<file path="config.mk">
export PLATFORM = sky130hd
export DESIGN_NAME = wb_machine_timer
export DESIGN_NICKNAME = d
export VERILOG_FILES = /design/src/rtl/wb_machine_timer.sv
export SDC_FILE = /design/constraint.sdc
export NUM_CORES = 1
export LEC_CHECK = 0
export CAP_MARGIN = 20
export CORE_MARGIN = 5
export CORE_UTILIZATION = 50
export DETAILED_ROUTE_END_ITERATION = 7
export PLACE_DENSITY = 0.78
export SLEW_MARGIN = 10
export SYNTH_ARGS = -nofsm -noshare
export SYNTH_HDL_FRONTEND = slang
export SYNTH_SLANG_ARGS = --single-unit
</file>
<file path="constraint.sdc">
create_clock -name clk -period 6.8 [get_ports clk]
set_input_delay 1.7 -clock clk [delete_from_list [all_inputs] [get_ports clk]]
set_output_delay 1.7 -clock clk [all_outputs]
set_load 0.03 [all_outputs]
</file>
<file path="src/rtl/wb_machine_timer.sv">
// RISC-V machine timer (mtime/mtimecmp) and software-interrupt (msip) registers
// behind a classic single-beat Wishbone slave port.
module wb_machine_timer #(
    parameter int ADDR_WIDTH = 8,
    parameter int PRESCALE   = 1
) (
    input  logic        clk,
    input  logic        rst,
    input  logic [31:0] tmr_addr,
    input  logic [31:0] tmr_dat_w,
    input  logic [3:0]  tmr_sel,
    input  logic        tmr_we,
    input  logic        tmr_cyc,
    input  logic        tmr_stb,
    input  logic [2:0]  tmr_cti,
    input  logic [1:0]  tmr_bte,
    output logic [31:0] tmr_dat_r,
    output logic        tmr_ack,
    output logic        tmr_err,
    output logic        timer_interrupt,
    output logic        software_interrupt
);

    localparam logic [15:0] PRESCALE_MAX = 16'(PRESCALE - 1);
    localparam logic [ADDR_WIDTH-1:0] OFF_MSIP    = ADDR_WIDTH'(8'h00);
    localparam logic [ADDR_WIDTH-1:0] OFF_CMP_LO  = ADDR_WIDTH'(8'h08);
    localparam logic [ADDR_WIDTH-1:0] OFF_CMP_HI  = ADDR_WIDTH'(8'h0C);
    localparam logic [ADDR_WIDTH-1:0] OFF_TIME_LO = ADDR_WIDTH'(8'h10);
    localparam logic [ADDR_WIDTH-1:0] OFF_TIME_HI = ADDR_WIDTH'(8'h14);

    typedef enum logic [2:0] {
        REG_MSIP,
        REG_CMP_LO,
        REG_CMP_HI,
        REG_TIME_LO,
        REG_TIME_HI,
        REG_NONE
    } reg_sel_e;

    function automatic logic [31:0] merge_lanes(input logic [31:0] old_word,
                                                input logic [31:0] new_word,
                                                input logic [3:0]  lanes);
        logic [31:0] merged;
        for (int i = 0; i < 4; i++) begin
            merged[8*i +: 8] = lanes[i] ? new_word[8*i +: 8] : old_word[8*i +: 8];
        end
        return merged;
    endfunction

    logic [63:0]           mtime_r;
    logic [63:0]           mtimecmp_r;
    logic                  msip_r;
    logic [15:0]           prescale_r;
    logic [ADDR_WIDTH-1:0] offset_s;
    reg_sel_e              reg_sel_s;
    logic [31:0]           rd_data_s;
    logic                  accept_s;
    logic                  wr_s;
    logic                  tick_s;
    logic [63:0]           mtime_next_s;
    logic [63:0]           mtime_wr_s;
    logic                  unused_s;

    // Burst type, wrap type and bits outside the slave window have no effect.
    assign unused_s = ^{tmr_cti, tmr_bte, tmr_addr[31:ADDR_WIDTH], tmr_addr[1:0]};

    assign offset_s     = {tmr_addr[ADDR_WIDTH-1:2], 2'b00};
    assign accept_s     = tmr_cyc & tmr_stb & ~tmr_ack & ~tmr_err;
    assign wr_s         = accept_s & tmr_we & (reg_sel_s != REG_NONE);
    assign tick_s       = (prescale_r == PRESCALE_MAX);
    assign mtime_next_s = mtime_r + {63'h0, tick_s};
    assign software_interrupt = msip_r;

    // Offset decode to register select.
    always_comb begin
        reg_sel_s = REG_NONE;
        case (offset_s)
            OFF_MSIP:    reg_sel_s = REG_MSIP;
            OFF_CMP_LO:  reg_sel_s = REG_CMP_LO;
            OFF_CMP_HI:  reg_sel_s = REG_CMP_HI;
            OFF_TIME_LO: reg_sel_s = REG_TIME_LO;
            OFF_TIME_HI: reg_sel_s = REG_TIME_HI;
            default:     reg_sel_s = REG_NONE;
        endcase
    end

    // Read multiplexer, sampled at the accept edge.
    always_comb begin
        rd_data_s = 32'h0;
        case (reg_sel_s)
            REG_MSIP:    rd_data_s = {31'h0, msip_r};
            REG_CMP_LO:  rd_data_s = mtimecmp_r[31:0];
            REG_CMP_HI:  rd_data_s = mtimecmp_r[63:32];
            REG_TIME_LO: rd_data_s = mtime_r[31:0];
            REG_TIME_HI: rd_data_s = mtime_r[63:32];
            default:     rd_data_s = 32'h0;
        endcase
    end

    // Written lanes override the incremented count; the other half keeps counting.
    always_comb begin
        mtime_wr_s = mtime_next_s;
        if (wr_s && reg_sel_s == REG_TIME_LO) begin
            mtime_wr_s[31:0] = merge_lanes(mtime_next_s[31:0], tmr_dat_w, tmr_sel);
        end else if (wr_s && reg_sel_s == REG_TIME_HI) begin
            mtime_wr_s[63:32] = merge_lanes(mtime_next_s[63:32], tmr_dat_w, tmr_sel);
        end else begin
            mtime_wr_s = mtime_next_s;
        end
    end

    // Bus response: one-cycle ack or err pulse per accepted access.
    always_ff @(posedge clk) begin
        if (rst) begin
            tmr_ack   <= 1'b0;
            tmr_err   <= 1'b0;
            tmr_dat_r <= 32'h0;
        end else begin
            tmr_ack   <= accept_s & (reg_sel_s != REG_NONE);
            tmr_err   <= accept_s & (reg_sel_s == REG_NONE);
            tmr_dat_r <= (accept_s && reg_sel_s != REG_NONE) ? rd_data_s : 32'h0;
        end
    end

    // Prescaler, mtime counter and compare interrupt.
    always_ff @(posedge clk) begin
        if (rst) begin
            prescale_r      <= 16'h0;
            mtime_r         <= 64'h0;
            timer_interrupt <= 1'b0;
        end else begin
            prescale_r      <= tick_s ? 16'h0 : prescale_r + 16'h1;
            mtime_r         <= mtime_wr_s;
            timer_interrupt <= (mtime_r >= mtimecmp_r);
        end
    end

    // Software-writable compare and msip registers.
    always_ff @(posedge clk) begin
        if (rst) begin
            mtimecmp_r <= 64'hFFFF_FFFF_FFFF_FFFF;
            msip_r     <= 1'b0;
        end else if (wr_s) begin
            case (reg_sel_s)
                REG_MSIP:   msip_r <= tmr_sel[0] ? tmr_dat_w[0] : msip_r;
                REG_CMP_LO: mtimecmp_r[31:0] <= merge_lanes(mtimecmp_r[31:0], tmr_dat_w, tmr_sel);
                REG_CMP_HI: mtimecmp_r[63:32] <= merge_lanes(mtimecmp_r[63:32], tmr_dat_w, tmr_sel);
                default:    msip_r <= msip_r;
            endcase
        end else begin
            msip_r <= msip_r;
        end
    end

endmodule
</file>
[Word level (Yosys, flattened, before mapping)]
Cells that the tools add are included.
Storage, ports and cells
  output and inout port bits: 36
  logic and storage cells: 68
  flip-flop bits (word level): 180
Operators by class
  multiplexer cells: 13
  equality and inequality tests: 10
  bitwise logic cells: 10
  add/subtract/negate cells: 2
  $lt $le $gt $ge: 1
  reduce and logical (&&, ||, !) cells: 17
Operators by type and width (number)
  32-bit one-hot mux with 5 select lines: 1
  32-bit 2-to-1 mux: 3
  64-bit by 1-bit adder with 64-bit output: 1
  64-bit >= comparator: 1
  8-bit 2-to-1 mux: 8
  3-bit AND reduction: 9
  16-bit by 1-bit adder with 16-bit output (second input constant): 1
  16-bit zero test: 1
  3-bit one-hot mux with 5 select lines: 1
  6-bit by 2-bit equality test with 1-bit output (second input constant): 2
  6-bit by 3-bit equality test with 1-bit output (second input constant): 2
  8-bit zero test: 1
  1-bit AND: 7
  3-bit by 2-bit equality test with 1-bit output (second input constant): 2
  3-bit equality test (second input constant): 2
  2-bit OR reduction: 2
  3-bit by 1-bit equality test with 1-bit output (second input constant): 1
  1-bit logical AND: 3
  3-bit zero test: 1
  3-bit != test (second input constant): 1
  1-bit NOT: 3

[Depth between registers and ports, before layout]
  word-level depth: 8
  gate-level depth with buffers: 12
  depth with buffers taken out: 12

[Worst setup path before layout]
OpenSTA, ideal clock, no wires.
  path kind: input to register
  start point: in tmr_addr[7]
  end point: reg mtimecmp_r[14]
  setup time: 120 ps
  arrival: 3404 ps
  data required time: 6680 ps
  path buffers: 2
  stages: 8
  path slack: 3277 ps
  cells stage by stage: nor3_2 > nand3b_1 > nor4_1 > and2_1 > clkbuf_1 > buf_2 > nor2_1 > a211o_1
On the way
  cells in the longest elaborated chain, start to end: 5
  elaborated cells on any way between the ends: 10
  those cells by class: 6 x eq/ne; 1 x mux; 1 x bitwise; 2 x reduce/logical
RTL lines
  start: declaration: RTL line 9  | input logic [31:0] tmr_addr,
  6-bit by 3-bit equality test with 1-bit output, or another cell as far along: RTL line 77  | case (offset_s)
  3-bit one-hot mux with 5 select lines *: RTL line 77
  3-bit != test: RTL line 69  | assign wr_s = accept_s & tmr_we & (reg_sel_s != REG_NONE);
  1-bit AND: RTL line 69
  3-bit AND reduction (no source line) *
  end signal: assignment: RTL line 146  | REG_CMP_LO: mtimecmp_r[31:0] <= merge_lanes(mtimecmp_r[31:0], tmr_dat_w, tmr_sel);
  end: declaration: RTL line 51  | logic [63:0] mtimecmp_r;
Every way passes the cells marked *; elsewhere a longest branch is shown, timed or not.
A chain may end at the register's enable or synchronous reset.

[Worst setup path in the final report]
  start point: in tmr_addr[7]
  end point: reg mtimecmp_r[54]
The elaborated chain is that of the path after synthesis.

==> results.md <==
- CP endpoint kind: register
- First-pass GRT wire length: 41.90 mm
- Chip Width: approximately 150 um
- Endpoints failing setup: 0
- Fillers: between 1500 and 2000
- Largest net degree at the start of global routing: 72
- Outcome: finished clean
- Maximum clock path buffer count: 2
- Syn nets: about 1300
- # DRC: 0
- Critical Path Fanout Max: 20
- Worst Hold Path EP: prescale_r[0]
- Leak Pwr: 4.677 nW
- CTS tree: yes
- Max VDD drop: about 0.00017 V
- Crit share post-route: 0.7282
- Post-synthesis register bit count: between 150 and 200
- Post-CTS sizing: 0
- Mean Syn Cell Area: about 8.4 um2
- Clock sink count: 180
- Crit path from: tmr_addr[7]
- Fraction of registers with async set/reset: 0
- Die height: between 100 and 150 um
- FP Rows: between 50 and 60
- Distinct cells, synth: 52
- Clk slew on worst S/H paths: roughly 0.07 ns
- Worst-Skew Late Latency: between 0.4 and 0.5 ns
- GR Overflow Total: 0
- Post-synthesis cell type with the largest combined area: dfxtp_1
- RSZ-0062 raised after global routing: no
- Vias in the first global route: approximately 8400
- Power density over cell area: 198.8 nW/um2
- Vias per cell: approximately 5.8
- Top achievable clock speed: roughly 0.2 GHz
- Design area: around 11000 um2
- Total Wirelength: 26.14 mm
- Ys flop type: dfxtp_1
- Worst r2r src: prescale_r[0]
- Ranking of synthesized cells by area: dfxtp_1, nor2_1, ha_1
- Placed Area: 10670 um2
- Slew Viols, Final: 0
- Max Cap Viol: 0
- Core footprint: about 19000 um2
- Worst reg2reg setup slack: 3.18 ns
- Full die area: 22380 um2
- Routed WL per cell: ~18 um
- Iteration-0 DRC Markers: 728
- GRT Total Usage: 0.2328
- Tightest Pin Transition: between 0.9 and 1 ns
- Setup bufs post-CTS: 0
- Skew final: approximately 0.01 ns
- Dpl hpwl: approximately 19 mm
- Starting density of the core: 0.5039
- Initial antenna violation count: 1
- Root buf cell: clkbuf_16
- Worst Setup Start Kind: input pin
- CP arrival: approximately 5.3 ns
- Final Hold Vio Count: 0
- Worst hold start: prescale_r[0]
- Final total negative setup slack: 0 ns
- Nets: 1345
- Number of buffers added on ports: between 80 and 90
- HP Class: register to register
- Critical path class: input pin to register
- I/O Pins: 114
- # hold bufs at CTS: 0
- Layout cells sized above 1: 0.04043
- Layout area overhead: 16.35%
- Antenna Nets Post-Route: 0
- H-tree levels: 4
- Sequential fraction of the synthesis area: 0.3699
- Number of flops mapped to enable cells by yosys: 0
- R2R Path End: mtime_r[44]
- Minimum clock period: around 5.0 ns
- Synthesized area: 9742 um2
- Syn. warnings: 0
- WHS Path Cells: 1
- R2R depth: 12
- TritonRoute pass-1 iters: 5
- Via count: 8586
- Post-synth top area share: 0.3699
- Final GP Congestion: between 0.9 and 1
- CTS Buf Count: 17
- Slew headroom: 0.3765
- Gate count after technology mapping: 1157
- Worst path required time: between 7 and 8 ns
## cell type report
cell class	instances	area (um2)	area share
clock inverter	13	217.7	0.01921
timing repair buffer	87	850.8	0.07506
tap	265	331.6	0.02925
inverter	85	319.1	0.02815
sequential	180	3603	0.3179
multi-input combinational	828	5567	0.4911
antenna	1	2.502	0.0002208
clock buffer	19	442.9	0.03908
## worst max-delay path by stage
stage          cells past startpoint  slack, ns        endpoint
4_1_cts                            7       1.93  mtimecmp_r[11]
3_5_place_dp                       7       1.50  mtimecmp_r[23]
6_report                           7       1.85  mtimecmp_r[54]
3_3_place_gp                       7       1.59  mtimecmp_r[48]
2_1_floorplan                      8       3.28  mtimecmp_r[14]
5_1_grt                            7       1.72  mtimecmp_r[46]
## Yosys cell counts, drive strengths merged, types with 2 or more instances
library cell	instances
dfxtp	180
mux2i	34
a31oi	2
a221oi	32
clkbuf	51
a211o	65
a21o	2
a211oi	64
o21ai	10
o211ai	4
a311oi	2
and3	12
nor3	20
nand4	26
and4	13
and2	11
buf	13
inv	85
or2	2
nand2	52
nor4	21
a21oi	24
xor2	23
nor4b	2
nor2b	5
nand3	31
ha	68
nor2	233
or3	2
o21a	2
xnor2	52
## state kept, by name (all words and copies together) (netlist names)
| register | flops |
|---|---|
| tmr_ack | 1 |
| tmr_err | 1 |
| mtimecmp_r | 64 |
| prescale_r | 16 |
| software_interrupt | 1 |
| timer_interrupt | 1 |
| mtime_r | 64 |
| tmr_dat_r | 32 |
## routing by layer
metal | routed length [um] | GRT usage | share of wire | vias up
li1 | - | - | - | 4194
met1 | 11180 | 0.2941 | 0.43 | 4004
met2 | 12180 | 0.3857 | 0.47 | 319
met3 | 1852 | 0.04512 | 0.071 | 69
met4 | 929 | 0.1048 | 0.036 | 0
met5 | 0 | 0 | 0 | -
## placed cells by master (no fill, tap or decap), drive strengths merged, types with 3 or more instances in the layout
cell type      instances
nor2                 233
dfxtp                180
inv                   89
clkdlybuf4s50         80
ha                    68
a211o                 65
a211oi                64
xnor2                 52
nand2                 52
mux2i                 34
a221oi                32
nand3                 31
nand4                 26
a21oi                 24
xor2                  23
nor4                  21
nor3                  20
clkbuf                19
and4                  13
and3                  12
and2                  11
o21ai                 10
buf                    7
nor2b                  5
bufinv                 5
o211ai                 4
clkinv                 3
## metrics by stage
step	power (mW)	setup slack, ns	std cells	hold slack, ns	util
floorplan	1.117	3.277	1157	0.4377	-
global placement	1.168	1.589	1445	0.4576	0.5519
detailed placement	1.169	1.499	1445	0.4714	0.5519
CTS	2.264	1.934	1477	0.4880	0.5861
global route	2.313	1.724	1478	0.5277	0.5862
finish	2.253	1.848	1478	0.4765	0.5862
## power by group
group | internal [mW] | total, mW | switching, mW
Combinational | 0.0370 | 0.0876 | 0.0507
Sequential | 1.06 | 1.06 | 0.00309
Clock | 0.669 | 1.11 | 0.437
## critical path, stage by stage
cell and delay (ns):
clkdlybuf4s50_1 0.41, nor3_2 0.39, nand3b_1 0.74, nor4_1 0.99, and2_1 0.64, nor2_1 0.10
a211o_1 0.30
## cells by family (layout without fill, tap and decap cells)
logic type               after synthesis  count (layout)  share of synthesized area
multiplexers                          34              34                    0.03493
AO/OA/AOI/OAI                        214             214                     0.1697
flip-flops                           180             180                     0.3699
other                                  0               1                          0
buffers and inverters                149             204                    0.05870
AND/OR/NAND/NOR                      437             437                     0.2120
adder cells (fa/ha/maj)               68              68                    0.08734
XOR/XNOR                              75              75                    0.06743
Power figures use the tool's default switching activity.
==> RTL edit 1, RTL diff (same flow settings) <==
Change the parameter `ADDR_WIDTH` from 8 to 9.
--- a/src/rtl/wb_machine_timer.sv
+++ b/src/rtl/wb_machine_timer.sv
@@ -1,7 +1,7 @@
 // RISC-V machine timer (mtime/mtimecmp) and software-interrupt (msip) registers
 // behind a classic single-beat Wishbone slave port.
 module wb_machine_timer #(
-    parameter int ADDR_WIDTH = 8,
+    parameter int ADDR_WIDTH = 9,
     parameter int PRESCALE   = 1
 ) (
     input  logic        clk,
Formal check against the unedited RTL: not equivalent (a bounded check fails within 4 cycles, from zero or initial values and one cycle with rst high).
==> RTL edit 1 against the unedited design <==
Cell area up 0.11%; routed wire length rose by 5.7%; synthesized cell count up 4.0%; largest cell class unchanged; combinational power rose by 8.9%; critical endpoint is now mtime_r[1]; synthesized area rose by 0.41%; worst setup slack gained 0.16 ns; power down 1.4%; critical path depth fell by 1; sequential cell count is the same; clock power shrank 4%.
==> RTL edit 1: results (changes against the unedited design) <==
[routing]
vias = 9279  ; +8.1%
post_drt_wl_per_cell_um = 18.26  ; +3.2%
drt_iter0_drc = 931  ; +28%
dr.pass1.iters = 5  ; unchanged

[cells_and_area]
layout-drive-gt1-share_pct = 4.083  ; +0.040 points
fin_nets = 1382  ; +2.8%
fillerInstances = 1707  ; +2.8%
antenna_cells = 0  ; -1
reg_top3 = mtime_r: 64 flops, mtimecmp_r: 64 flops, tmr_dat_r: 32 flops

[global_routing]
grt_pass1_wl_um = 44950  ; +7.3%
gr-usage-met1_pct = 32.75  ; +3.3 points
grt_util_met2_pct = 40.84  ; +2.3 points
track_usage_pct = 24.81  ; +1.5 points
grt_max_degree = 57  ; -21%
grt_pass1_vias = 8720  ; +3.6%
top_usage_layer = met2
antenna_found_initial = 0  ; -1
met3_usage_pct = 5.330  ; +0.82 points

[hold_path]
hold_path.class = reg -> reg

[clock_tree]
htreeDepth = 4  ; unchanged
cts-resized-gates = 0  ; unchanged
worstSkewPairLatency_ns = 0.43
cts_max_path_buffers = 2  ; unchanged
path_clk_slew_ns = 0.07  ; about the same
clockRootBuffer = clkbuf_16
cts_inserted_buffers = 17  ; unchanged
cts_setup_buffers = 0  ; unchanged

[sta]
tightest_slew_ns = 1.042  ; +0.1098 ns
tns_ns = 0  ; unchanged
fin_skew_ns = 0.007281  ; -0.002826 ns

[synth]
yosys_warnings = 0  ; unchanged
synth_fp_nets = 1349  ; +3.5%
synthTopCellsByCount = dfxtp_1 (180), nand2_1 (164), nor2_1 (85)
yosysSeqAreaShare_pct = 36.84  ; -0.15 points
synthArstFlopShare_pct = 0  ; unchanged
synthDistinctLibCells = 51  ; -1.9%
synthFlopType = dfxtp_1
yosys-top-cells-area = dfxtp_1 (37%), ha_1 (8.7%), nand2_1 (6.3%)

[worst_setup_path]
cp_slowest_stage_delay_ns = 0.96  ; -0.03 ns
crit_family = simple AND/OR/NAND/NOR gates
cpMaxStageDelayCell = and3_1
cp.arrival_ns = 5.08  ; -0.19 ns
critPathMaxFanout = 22  ; +10%

[placement]
gp_congestion = 0.8583  ; -7.3%
dpl.hpwl_um = 18990  ; +2.2%
portBuffers = 83  ; +1.2%

[run_status]
status = finished clean

[power_and_ir_drop]
leakage_nw = 4.564  ; -2.4%
vdd_ir_drop_max_uv = 154.8  ; -6.5%

[RTL edit 1: changes by cell type in the layout (fill, tap and decap cells not counted), moves of 15 or more]
cell | before | now
nor2_1 | 233 | 85
a221oi_1 | 32 | 4
mux2i_1 | 34 | 4
a311oi_1 | 2 | 17
and4_1 | 13 | 29
or4_1 | 1 | 19
a22oi_1 | 0 | 32
a211oi_1 | 64 | 33
o21ai_0 | 10 | 53
o211ai_1 | 4 | 63
xnor2_1 | 52 | 24
nand2_1 | 51 | 164
a211o_1 | 65 | 0
a21oi_1 | 24 | 58
[RTL edit 1: through the flow]
step | std cells | setup slack (ns) | cell area (µm²) | power [W]
global route | 1514 | 1.884 | 11350 | 0.002283
detailed placement | 1482 | 1.633 | 10710 | 0.001176
CTS | 1514 | 2.122 | 11350 | 0.002230
global placement | 1482 | 1.780 | 10710 | 0.001174
floorplan | 1203 | 3.094 | 9782 | 0.001120
finish | 1514 | 2.010 | 11350 | 0.002221
[RTL edit 1: worst register-to-register path, stage by stage, from the launching register on]
cell and delay (ns):
dfxtp_1 0.34, inv_1 0.07, ha_1 0.15, nor4b_1 0.23, and4_1 0.26, ha_1 0.23, ha_1 0.28, nand2_1 0.12
nor3_2 0.75, buf_4 0.30, nand3_1 0.40, or4_1 0.64, a311oi_1 0.29
[RTL edit 1: layout make-up]
type / count / share of cell area, %
timing repair buffer: 93 / 7.895
inverter: 77 / 2.547
clock buffer: 21 / 4.058
sequential: 180 / 31.76
clock inverter: 11 / 1.533
multi-input combinational: 867 / 49.29
tap: 265 / 2.922
[RTL edit 1: logic make-up after synthesis]
kind of cell	after synthesis	share of synthesized area (%)
AND/OR/NAND/NOR	442	22.56
AO/OA/AOI/OAI	300	20.63
flip-flops	180	36.84
buffers and inverters	156	6.088
adder cells (fa/ha/maj)	68	8.698
XOR/XNOR	52	4.656
multiplexers	5	0.5244
[RTL edit 1: routing by layer]
layer | vias up | part of all wire, %
met5 | - | 0
met4 | 0 | 1.9
met3 | 45 | 7.8
met2 | 388 | 47
met1 | 4394 | 44
li1 | 4452 | -
[RTL edit 1: path summary, 6_finish.rpt]
kind                 startpoint            end  slack (ns)  depth (start not counted)
setup reg to reg  prescale_r[0]    mtime_r[44]        2.65                         12
hold reg to reg   prescale_r[0]  prescale_r[0]        0.49                          1
setup / recovery    tmr_addr[7]     mtime_r[1]        2.01                          6
hold / removal    prescale_r[0]  prescale_r[0]        0.49                          1
[RTL edit 1: where the power goes]
part | switching [W] | leakage, nW | total (W) | internal, W
Sequential | 0.00000283 | 1.45 | 0.00106 | 0.00106
Combinational | 0.0000578 | 2.81 | 0.0000954 | 0.0000377
Clock | 0.000429 | 0.300 | 0.00107 | 0.000637
Total | 0.000490 | 4.56 | 0.00222 | 0.00173
==> RTL edit 2, RTL diff (same flow settings) <==
Without the edit above. Take the reset off `tmr_dat_r` and load it in a clocked block of its own.
--- a/src/rtl/wb_machine_timer.sv
+++ b/src/rtl/wb_machine_timer.sv
@@ -114,12 +114,14 @@
         if (rst) begin
             tmr_ack   <= 1'b0;
             tmr_err   <= 1'b0;
-            tmr_dat_r <= 32'h0;
         end else begin
             tmr_ack   <= accept_s & (reg_sel_s != REG_NONE);
             tmr_err   <= accept_s & (reg_sel_s == REG_NONE);
-            tmr_dat_r <= (accept_s && reg_sel_s != REG_NONE) ? rd_data_s : 32'h0;
         end
+    end
+
+    always_ff @(posedge clk) begin
+        tmr_dat_r <= (accept_s && reg_sel_s != REG_NONE) ? rd_data_s : 32'h0;
     end
 
     // Prescaler, mtime counter and compare interrupt.
Function: differs if rst is asserted again (counterexample within 4 cycles, from zero or initial values and one cycle with rst high); with rst held inactive, the same outputs for 4 cycles.
==> RTL edit 2 against the unedited design <==
The flow now finishes with violations (design-rule violations); power is 4.5% lower; sequential share of layout area is 0.12 points higher; sequential cell count stayed put; sequential power hardly changed; clock skew is 0.0010 ns lower; worst setup slack better by 0.47 ns; maximum frequency is 11% higher; cell area is 0.37% lower; synthesized area is 0.96% higher; routed wire length is 2.0% higher; hold slack worse by 0.0065 ns; critical path type unchanged; critical endpoint is now mtimecmp_r[26]; highest routed layer is now met5.
==> RTL edit 2: results (changes against the unedited design) <==
[run_status]
status = finished with violations
violations = design-rule violations

[cells_and_area]
layout-drive-gt1-share_pct = 5.466  ; +1.4 points
mostFrequentLayoutCell = dfxtp_1
antenna_cells = 0  ; -1
fillerInstances = 1726  ; +3.9%
fin_nets = 1377  ; +2.4%

[placement]
portBuffers = 82  ; unchanged
gp_congestion = 0.8879  ; -4.1%
dpl.hpwl_um = 18670  ; +0.42%

[synth]
synthXorXnorAreaFrac_pct = 6.768  ; +0.025 points
yosys-mux-area-fraction_pct = 0.6361  ; -2.9 points
synth_compound_gate_area_share_pct = 14.23  ; -2.7 points
synth_edf_count = 0  ; unchanged
synthAdderAreaFrac_pct = 8.650  ; -0.083 points
synthDistinctLibCells = 58  ; +12%
synthTopCellsByCount = dfxtp_1 (180), nand2_1 (152), nor2_1 (131)
synthArstFlopShare_pct = 0  ; unchanged
yosysSeqAreaShare_pct = 36.64  ; -0.35 points
synth_fp_nets = 1335  ; +2.5%
yosys-top-cells-area = dfxtp_1 (37%), ha_1 (8.7%), nand3_1 (6.5%)

[global_routing]
overflow = 0  ; unchanged
met3_usage_pct = 4.636  ; +0.12 points
grt_pass1_vias = 8389  ; -0.38%
track_usage_pct = 23.81  ; +0.54 points
grt_util_met2_pct = 38.16  ; -0.41 points
grt_pass1_wl_um = 42990  ; +2.6%
gr-usage-met1_pct = 31.62  ; +2.2 points

[routing]
top_layer = met5
wl_met2_um = 12320  ; +1.2%
dr.pass1.iters = 8  ; +3
vias = 8895  ; +3.6%
post_drt_wl_per_cell_um = 17.68  ; about the same
route.met3.wl_um = 1788  ; -3.5%
drt_iter0_drc = 863  ; +19%
drc = 7  ; +7
wl_met1_um = 11740  ; +4.9%

[power_and_ir_drop]
leakage_nw = 5.027  ; +7.5%
vdd_ir_drop_max_uv = 169.5  ; +2.4%

[sta]
tightest_slew_ns = 1.109  ; +0.1763 ns
fin_skew_ns = 0.009064  ; -0.001043 ns

[worst_setup_path]
critPathMaxFanout = 18  ; -10%
cp_slowest_stage_delay_ns = 0.61  ; -0.38 ns
cpMaxStageDelayCell = nor3b_4
cp.arrival_ns = 4.77  ; -0.50 ns

[clock_tree]
cts_setup_buffers = 0  ; unchanged
cts_inserted_buffers = 17  ; unchanged
cts_max_path_buffers = 2  ; unchanged
worstSkewPairLatency_ns = 0.44  ; about the same
path_clk_slew_ns = 0.07  ; about the same

-- RTL edit 2: cell types whose count changed after synthesis, moves of 31 or more --
cell,change
a222oi_1,+31
a211o_1,-64
nor2_1,-102
nand2_1,+101
nand3_1,+97
-- RTL edit 2: report_power, final --
group	switching [W]	internal [W]
combinational	0.0000613	0.0000398
sequential	0.00000256	0.00106
clock	0.000471	0.000523
-- RTL edit 2: worst max-delay path: cells and delay by family --
| family | cells | cell delay, ns |
|---|---|---|
| simple gates | 6 | 2.30 |
| buf+inv | 2 | 0.75 |
-- RTL edit 2: area by class of cell --
type	instances	area share, %
multi-input combinational	870	49.55
sequential	180	31.91
timing repair buffer	92	8.066
clock buffer	17	3.767
tap	265	2.936
inverter	70	2.327
clock inverter	15	1.440
-- RTL edit 2: path summary, 6_finish.rpt --
kind	from	to	slack, ns	depth (start not counted)
max	tmr_addr[7]	mtimecmp_r[26]	2.32	8
min	mtimecmp_r[12]	mtimecmp_r[12]	0.47	2
max reg2reg	prescale_r[0]	mtime_r[51]	3.43	11
min reg2reg	mtimecmp_r[12]	mtimecmp_r[12]	0.47	2
-- RTL edit 2: stage by stage --
stage | instances | cell area, µm² | power, W | setup slack (ns)
5_1_grt | 1509 | 11290 | 0.002220 | 2.208
6_report | 1509 | 11290 | 0.002153 | 2.320
3_5_place_dp | 1475 | 10660 | 0.001179 | 1.892
4_1_cts | 1507 | 11250 | 0.002159 | 2.326
3_3_place_gp | 1475 | 10660 | 0.001177 | 1.970
2_1_floorplan | 1189 | 9836 | 0.001125 | 3.292
-- RTL edit 2: logic make-up after synthesis --
kind of cell               after synthesis
and+or+nand+nor                        525
AOI/OAI and AO/OA                      195
DFF                                    180
buffers and inverters                  139
xor gates and xnor gates                76
adders and majority gates               68
muxes                                    6
